## config.mk

```make
export PLATFORM = sky130hd
export DESIGN_NAME = snoop_responder
export DESIGN_NICKNAME = d
export VERILOG_FILES = /design/src/rtl/snoop_pkg.sv /design/src/rtl/snoop_tag_match.sv /design/src/rtl/snoop_responder.sv
export SDC_FILE = /design/constraint.sdc
export NUM_CORES = 2
export LEC_CHECK = 0
export BUFFER_PORTS_ARGS = -buffer_cell sky130_fd_sc_hd__buf_4
export CORE_AREA = 5 5 610 612
export CTS_CLUSTER_DIAMETER = 150
export DETAILED_ROUTE_END_ITERATION = 7
export DIE_AREA = 0 0 615 617
export RECOVER_POWER = 25
export SLEW_MARGIN = 15
export SYNTH_ARGS = -nofsm -noshare
export SYNTH_HDL_FRONTEND = slang
export SYNTH_SLANG_ARGS = --single-unit
```

## constraint.sdc

```tcl
create_clock -name clk_i -period 5.8 [get_ports clk_i]
set_clock_uncertainty 0.1 [all_clocks]
set_input_delay 0.29 -clock clk_i [delete_from_list [all_inputs] [get_ports clk_i]]
set_output_delay 0.29 -clock clk_i [all_outputs]
set_load 0.02 [all_outputs]
```

## src/rtl/snoop_pkg.sv

```systemverilog
// Shared types and MESI transition rules for the snoop responder.
package snoop_pkg;

    localparam int unsigned WAYS    = 4;
    localparam int unsigned WAY_W   = 2;
    localparam int unsigned SETS    = 16;
    localparam int unsigned TAG_W   = 23;
    localparam int unsigned SET_W   = 4;
    localparam int unsigned OFF_W   = 5;
    localparam int unsigned LINE_W  = 256;
    localparam int unsigned ENTRY_W = 2 + TAG_W;

    typedef enum logic [1:0] {
        MesiI = 2'b00,
        MesiS = 2'b01,
        MesiE = 2'b10,
        MesiM = 2'b11
    } mesi_t;

    typedef enum logic [1:0] {
        CmdNone    = 2'b00,
        CmdBusUpgr = 2'b01,
        CmdBusRd   = 2'b10,
        CmdBusRdX  = 2'b11
    } bus_cmd_t;

    typedef struct packed {
        mesi_t state;
        logic  supply;
        logic  dirty;
    } mesi_next_t;

    // Invalid lines never change; BusUpgr on E/M is illegal and leaves the line alone.
    function automatic mesi_next_t next_mesi(input bus_cmd_t cmd, input mesi_t cur);
        mesi_next_t r;
        r.state  = cur;
        r.supply = 1'b0;
        r.dirty  = 1'b0;
        if (cur != MesiI) begin
            unique case (cmd)
                CmdBusRd: begin
                    r.state  = MesiS;
                    r.supply = 1'b1;
                    r.dirty  = (cur == MesiM);
                end
                CmdBusRdX: begin
                    r.state  = MesiI;
                    r.supply = 1'b1;
                    r.dirty  = (cur == MesiM);
                end
                CmdBusUpgr: begin
                    if (cur == MesiS) r.state = MesiI;
                end
                default: ;
            endcase
        end
        return r;
    endfunction

endpackage

```

## src/rtl/snoop_tag_match.sv

```systemverilog
// Four-way tag compare with lowest-way priority; flags multiple hits.
module snoop_tag_match
    import snoop_pkg::*;
(
    input  logic [TAG_W-1:0]   tag_i,
    input  logic [ENTRY_W-1:0] entry_i [WAYS],
    output logic               hit_o,
    output logic [WAY_W-1:0]   way_o,
    output mesi_t              state_o,
    output logic               multi_hit_o
);

    logic [WAYS-1:0] match;

    always_comb begin
        match   = '0;
        hit_o   = 1'b0;
        way_o   = '0;
        state_o = MesiI;
        for (int w = 0; w < WAYS; w++) begin
            match[w] = (entry_i[w][TAG_W-1:0] == tag_i) && (entry_i[w][ENTRY_W-1 -: 2] != 2'b00);
        end
        for (int w = WAYS - 1; w >= 0; w--) begin
            if (match[w]) begin
                hit_o   = 1'b1;
                way_o   = WAY_W'(w);
                state_o = mesi_t'(entry_i[w][ENTRY_W-1 -: 2]);
            end
        end
        multi_hit_o = (match & (match - 1'b1)) != '0;
    end

endmodule

```

## src/rtl/snoop_responder.sv

```systemverilog
// Snoop bus responder: looks up a broadcast command in the local tag arrays and applies MESI.
module snoop_responder
    import snoop_pkg::*;
(
    input  logic               clk_i,
    input  logic               rst_i,
    input  logic               bus_command_valid_i,
    input  logic [31:0]        bus_command_address_i,
    input  logic [1:0]         bus_command_command_i,
    output logic               bus_resp_valid_o,
    output logic [31:0]        bus_resp_address_o,
    output logic [1:0]         bus_resp_command_o,
    output logic [LINE_W-1:0]  bus_resp_data_o,
    output logic               bus_resp_hit_o,
    output logic               bus_resp_dirty_o,
    output logic               snoop_array_req_o,
    input  logic               snoop_array_gnt_i,
    output logic [SET_W-1:0]   snoop_set_index_o,
    input  logic [ENTRY_W-1:0] snoop_tag_in_i [WAYS],
    input  logic [LINE_W-1:0]  snoop_data_in_i [WAYS],
    output logic               snoop_tag_we_o [WAYS],
    output logic [ENTRY_W-1:0] snoop_tag_out_o [WAYS]
);

    typedef enum logic [2:0] {StIdle, StReq, StRead, StResp, StUpd, StDone} state_e;

    state_e            state_q, state_d;
    logic [31:0]       addr_q;
    bus_cmd_t          cmd_q;
    logic [WAY_W-1:0]  way_q;
    mesi_t             upd_state_q;
    logic              resp_valid_q, resp_hit_q, resp_dirty_q;
    logic [31:0]       resp_addr_q;
    logic [1:0]        resp_cmd_q;
    logic [LINE_W-1:0] resp_data_q;

    logic             cmd_accept;
    logic             match_hit, multi_hit, need_upd;
    logic [WAY_W-1:0] match_way;
    mesi_t            match_state;
    mesi_next_t       nx;
    logic [TAG_W-1:0] addr_tag;

    assign cmd_accept = bus_command_valid_i && (bus_cmd_t'(bus_command_command_i) != CmdNone);
    assign addr_tag   = addr_q[OFF_W+SET_W +: TAG_W];

    snoop_tag_match u_tag_match (
        .tag_i       (addr_tag),
        .entry_i     (snoop_tag_in_i),
        .hit_o       (match_hit),
        .way_o       (match_way),
        .state_o     (match_state),
        .multi_hit_o (multi_hit)
    );

    assign nx       = next_mesi(cmd_q, match_state);
    assign need_upd = match_hit && (nx.state != match_state);

    always_ff @(posedge clk_i) begin
        if (rst_i) state_q <= StIdle;
        else       state_q <= state_d;
    end

    always_comb begin
        state_d = state_q;
        unique case (state_q)
            StIdle:  if (cmd_accept) state_d = StReq;
            StReq:   if (snoop_array_gnt_i) state_d = StRead;
            StRead:  state_d = StResp;
            StResp:  state_d = need_upd ? StUpd : StDone;
            StUpd:   state_d = StDone;
            StDone:  state_d = StIdle;
            default: state_d = StIdle;
        endcase
    end

    // Reset gates the port signals combinationally so an abort releases the array at once.
    always_comb begin
        snoop_array_req_o = !rst_i && (state_q inside {StReq, StRead, StResp, StUpd});
        snoop_set_index_o = snoop_array_req_o ? addr_q[OFF_W +: SET_W] : '0;
        for (int w = 0; w < WAYS; w++) begin
            snoop_tag_we_o[w]  = !rst_i && (state_q == StUpd) && (way_q == WAY_W'(w));
            snoop_tag_out_o[w] = (state_q == StUpd) ? {upd_state_q, addr_tag} : '0;
        end
        bus_resp_valid_o   = resp_valid_q;
        bus_resp_address_o = resp_addr_q;
        bus_resp_command_o = resp_cmd_q;
        bus_resp_data_o    = resp_data_q;
        bus_resp_hit_o     = resp_hit_q;
        bus_resp_dirty_o   = resp_dirty_q;
    end

    always_ff @(posedge clk_i) begin
        if (rst_i) begin
            addr_q       <= '0;
            cmd_q        <= CmdNone;
            way_q        <= '0;
            upd_state_q  <= MesiI;
            resp_valid_q <= 1'b0;
            resp_addr_q  <= '0;
            resp_cmd_q   <= '0;
            resp_data_q  <= '0;
            resp_hit_q   <= 1'b0;
            resp_dirty_q <= 1'b0;
        end else begin
            resp_valid_q <= (state_q == StResp);
            if (state_q == StIdle && cmd_accept) begin
                addr_q <= bus_command_address_i;
                cmd_q  <= bus_cmd_t'(bus_command_command_i);
            end
            if (state_q == StResp) begin
                resp_addr_q  <= addr_q;
                resp_cmd_q   <= cmd_q;
                resp_hit_q   <= match_hit;
                resp_dirty_q <= match_hit && nx.dirty;
                resp_data_q  <= (match_hit && nx.supply) ? snoop_data_in_i[match_way] : '0;
                way_q        <= match_way;
                upd_state_q  <= nx.state;
            end
        end
    end

    always_ff @(posedge clk_i) begin
        if (!rst_i) begin
            assert (!(bus_command_valid_i && state_q != StIdle))
                else $warning("snoop_responder: bus command while busy, ignored");
            assert (!(state_q == StResp && multi_hit))
                else $error("snoop_responder: multiple ways hit");
            assert (!(state_q == StResp && match_hit && cmd_q == CmdBusUpgr &&
                      match_state inside {MesiE, MesiM}))
                else $error("snoop_responder: BusUpgr on exclusive line");
        end
    end

endmodule
```

==> run metrics <==
Worst Hold Class primary input to flip-flop; Pre-antenna DRT Iters 6; dpl cells roughly 8,500; Clock Pin Slew Worst Setup and Hold Paths roughly 0.060 ns; setup TNS 0 ns; Vias/cell ~3.2; fin nets around 5,600; final WL 297 mm; crit-path cells xor2_1 > nor4_1 > nand4_1 > or2_4 > a21boi_4 > buf_12 > buf_4 > buf_4 > mux2i_1 > dlygate4sd3_1 > o221a_1 > dlygate4sd3_1 > nor2_1; GR Overflow Total 0; pre-CTS WS around 1.6 ns; Ports around 1,600; area delta synth->final 118%; status completed; die area approximately 380,000 µm²; syn_nets roughly 3,500; CTS tree built; GP Congestion 0.930; Cell Area, Synth around 21,000 µm²; clk buf depth 3; Sw Ratio between 30% and 40%; Critical Path Sink Type flip-flop; worst-margin pin slew 1.17 ns; CP Data Arrival Time between 5 and 6 ns; width of the die 615 µm; Overall Global Routing Usage between 10% and 20%; final hold vios 0; Post-Synthesis Cells between 2,000 and 2,500; Yosys cell types 42; core area ~370,000 µm²; RSZ-0062 raised after global routing false; largest net degree at the start of global routing 120; hpwl dp about 260 mm; internal power roughly 5.0 mW; pwr dens approximately 160 nW/µm²; count of input and output buffers 1,563; clock power share roughly 46%; highest-count cells in the layout ignoring fill and taps buf_4 (1,409), dlygate4sd3_1 (761), mux2i_1 (512), nand2_1 (404), dfxtp_1 (334); delay-heaviest family, CP buffers and inverters; drt wl/cell 31.6 µm; synthesized area per cell approximately 9.0 µm²; Fill cells 42,136; root buf cell clkbuf_16; most common cell after layout, fill and taps aside buf_4; max-slew violations 0; Fmax 194 MHz; number of core rows approximately 220; area of the multi-input gates around 12,000 µm²; worst vdd ir approximately 0.00027 V; period utilization 88.9%; PnR Total Power roughly 7.3 mW; Die H 617 µm; max cap viols 0; insertion delay to the later sink of the worst-skew pair a little over 0.7 ns; clock sinks ~330; Storage cell area ~6700 µm²; Worst slew margin around 22%; first-pass GRT wire length around 360 mm; synth warn 0; Min Hold Slack 0.0543 ns; Worst Path Max Fanout 38; H-tree depth 2; WP data required between 6 and 7 ns; #FFs+latches synth approximately 330; Leakage 16.5 nW; part of the power in combinational logic between 20% and 30%; sequential share of power between 30% and 40%; DRT antenna net count 0; share of cells above drive strength 1 between 30% and 40%; max incr delay on CP approximately 0.68 ns; via count 30,065; worst setup margin between 0.6 and 0.7 ns; First DRT Iteration DRCs approximately 2,700; DRC 0; type of element launching the critical path flip-flop; initial antenna violation count about 380; Tmin final slightly above 5 ns; vias in the first global route between 20,000 and 30,000; WP buf/inv 5; count of final setup violators 0; final cell count without fillers 9,420; post-CTS resize count 0; slowest library cell on the worst path dfxtp_1; cts bufs inserted between 50 and 60; register area share after synthesis a little under a third; Sw Pwr approximately 2.3 mW; Crit Path Category flip-flop to flip-flop; effective utilization at floorplan ~5.8%
[worst reg2reg max path: stages, from the launching register on]
cell and delay [ns]:
dfxtp_1 0.68, xor2_1 0.15, nor4_1 0.34, nand4_1 0.20
or2_4 0.31, a21boi_4 0.26, buf_12 0.27, buf_4 0.62
buf_4 0.47, mux2i_1 0.27, dlygate4sd3_1 0.58, o221a_1 0.18
dlygate4sd3_1 0.56, nor2_1 0.04
[through the flow]
step,util (%),cell area (µm²)
global route,12.6,46200
floorplan,-,21200
detailed placement,10.2,37500
CTS,12.7,46800
global placement,10.2,37500
finish,12.6,46300
[registers in the layout, indices dropped and copies added, names as in the netlist]
name / count
bus_resp_hit_o: 1
bus_resp_command_o: 2
bus_resp_address_o: 32
bus_resp_data_o: 256
cmd_q: 2
addr_q: 32
bus_resp_valid_o: 1
way_q: 2
bus_resp_dirty_o: 1
upd_state_q: 2
state_q: 3
[synth_stat cells, drive strengths merged]
cell,number,share of area (%)
clkbuf,135,2.5
dfxtp,334,32
nor2,271,4.8
or4b,1,0.047
o2bb2ai,1,0.041
nand4,9,0.27
o221a,256,14
o311ai,1,0.041
buf,164,7.6
a211oi,2,0.071
nand2,404,7.1
xnor2,26,1.1
nor2b,4,0.12
o31a,1,0.041
a21boi,1,0.053
a21oi,75,1.8
inv,5,0.088
o2111ai,4,0.17
o21ai,1,0.024
o21bai,1,0.053
or2,3,0.10
nor3,4,0.094
o211ai,3,0.11
o22a,1,0.041
and2,4,0.12
nor4,18,0.56
mux2i,513,24
and3,27,0.80
nand3,3,0.071
xor2,66,2.7
nor3b,1,0.035
or3,4,0.12
o221ai,2,0.083
[what timing repair did]
item | CTS | global route
setup buffers | 0 | 0
endpoints found under the hold margin | 315 | 0
hold buffers | 761 | 0
[power by group through the flow]
stage	clock, mW	combinational (mW)	sequential (mW)
finish	3.36	1.57	2.39
global route	3.54	1.67	2.39
CTS	3.52	1.58	2.38
detailed placement	0	1.23	2.43
global placement	0	1.23	2.43
floorplan	0	0.348	2.38
[worst paths after layout]
| check | startpoint | endpoint | slack (ns) | cells after the start |
|---|---|---|---|---|
| worst max register to register | addr_q[10] | bus_resp_data_o[237] | 0.64 | 13 |
| worst min-delay path | snoop_data_in_i[890] | bus_resp_data_o[122] | 0.05 | 4 |
| worst max-delay path | addr_q[10] | bus_resp_data_o[237] | 0.64 | 13 |
| worst min register to register | addr_q[3] | bus_resp_address_o[3] | 0.35 | 2 |
[kinds of logic after synthesis]
logic type / Yosys count / share of synthesized area, %
AND/OR/NAND/NOR: 753 / 14.3
multiplexers: 513 / 24.2
AO/OA/AOI/OAI: 349 / 16.1
flip-flops: 334 / 31.5
buffers and inverters: 304 / 10.2
XOR/XNOR: 92 / 3.80
[area by class of cell]
class                   instances  share of cell area [%]
repair buffers               2370                    41.5
multi-input cells            1707                    26.9
well taps                    4837                    13.1
diodes                         72                   0.389
flip-flops and latches        334                    14.5
clock buffers                  73                    3.18
inverters                       5                  0.0406
clock inverters                22                   0.457
[routing by layer]
metal | global-route usage, % | part of all wire, %
met5 | 0 | 0.50
met4 | 4.91 | 4.0
met3 | 8.35 | 13
met2 | 24.9 | 47
met1 | 15.7 | 36
No activity file was read; power rests on OpenSTA's default activity.
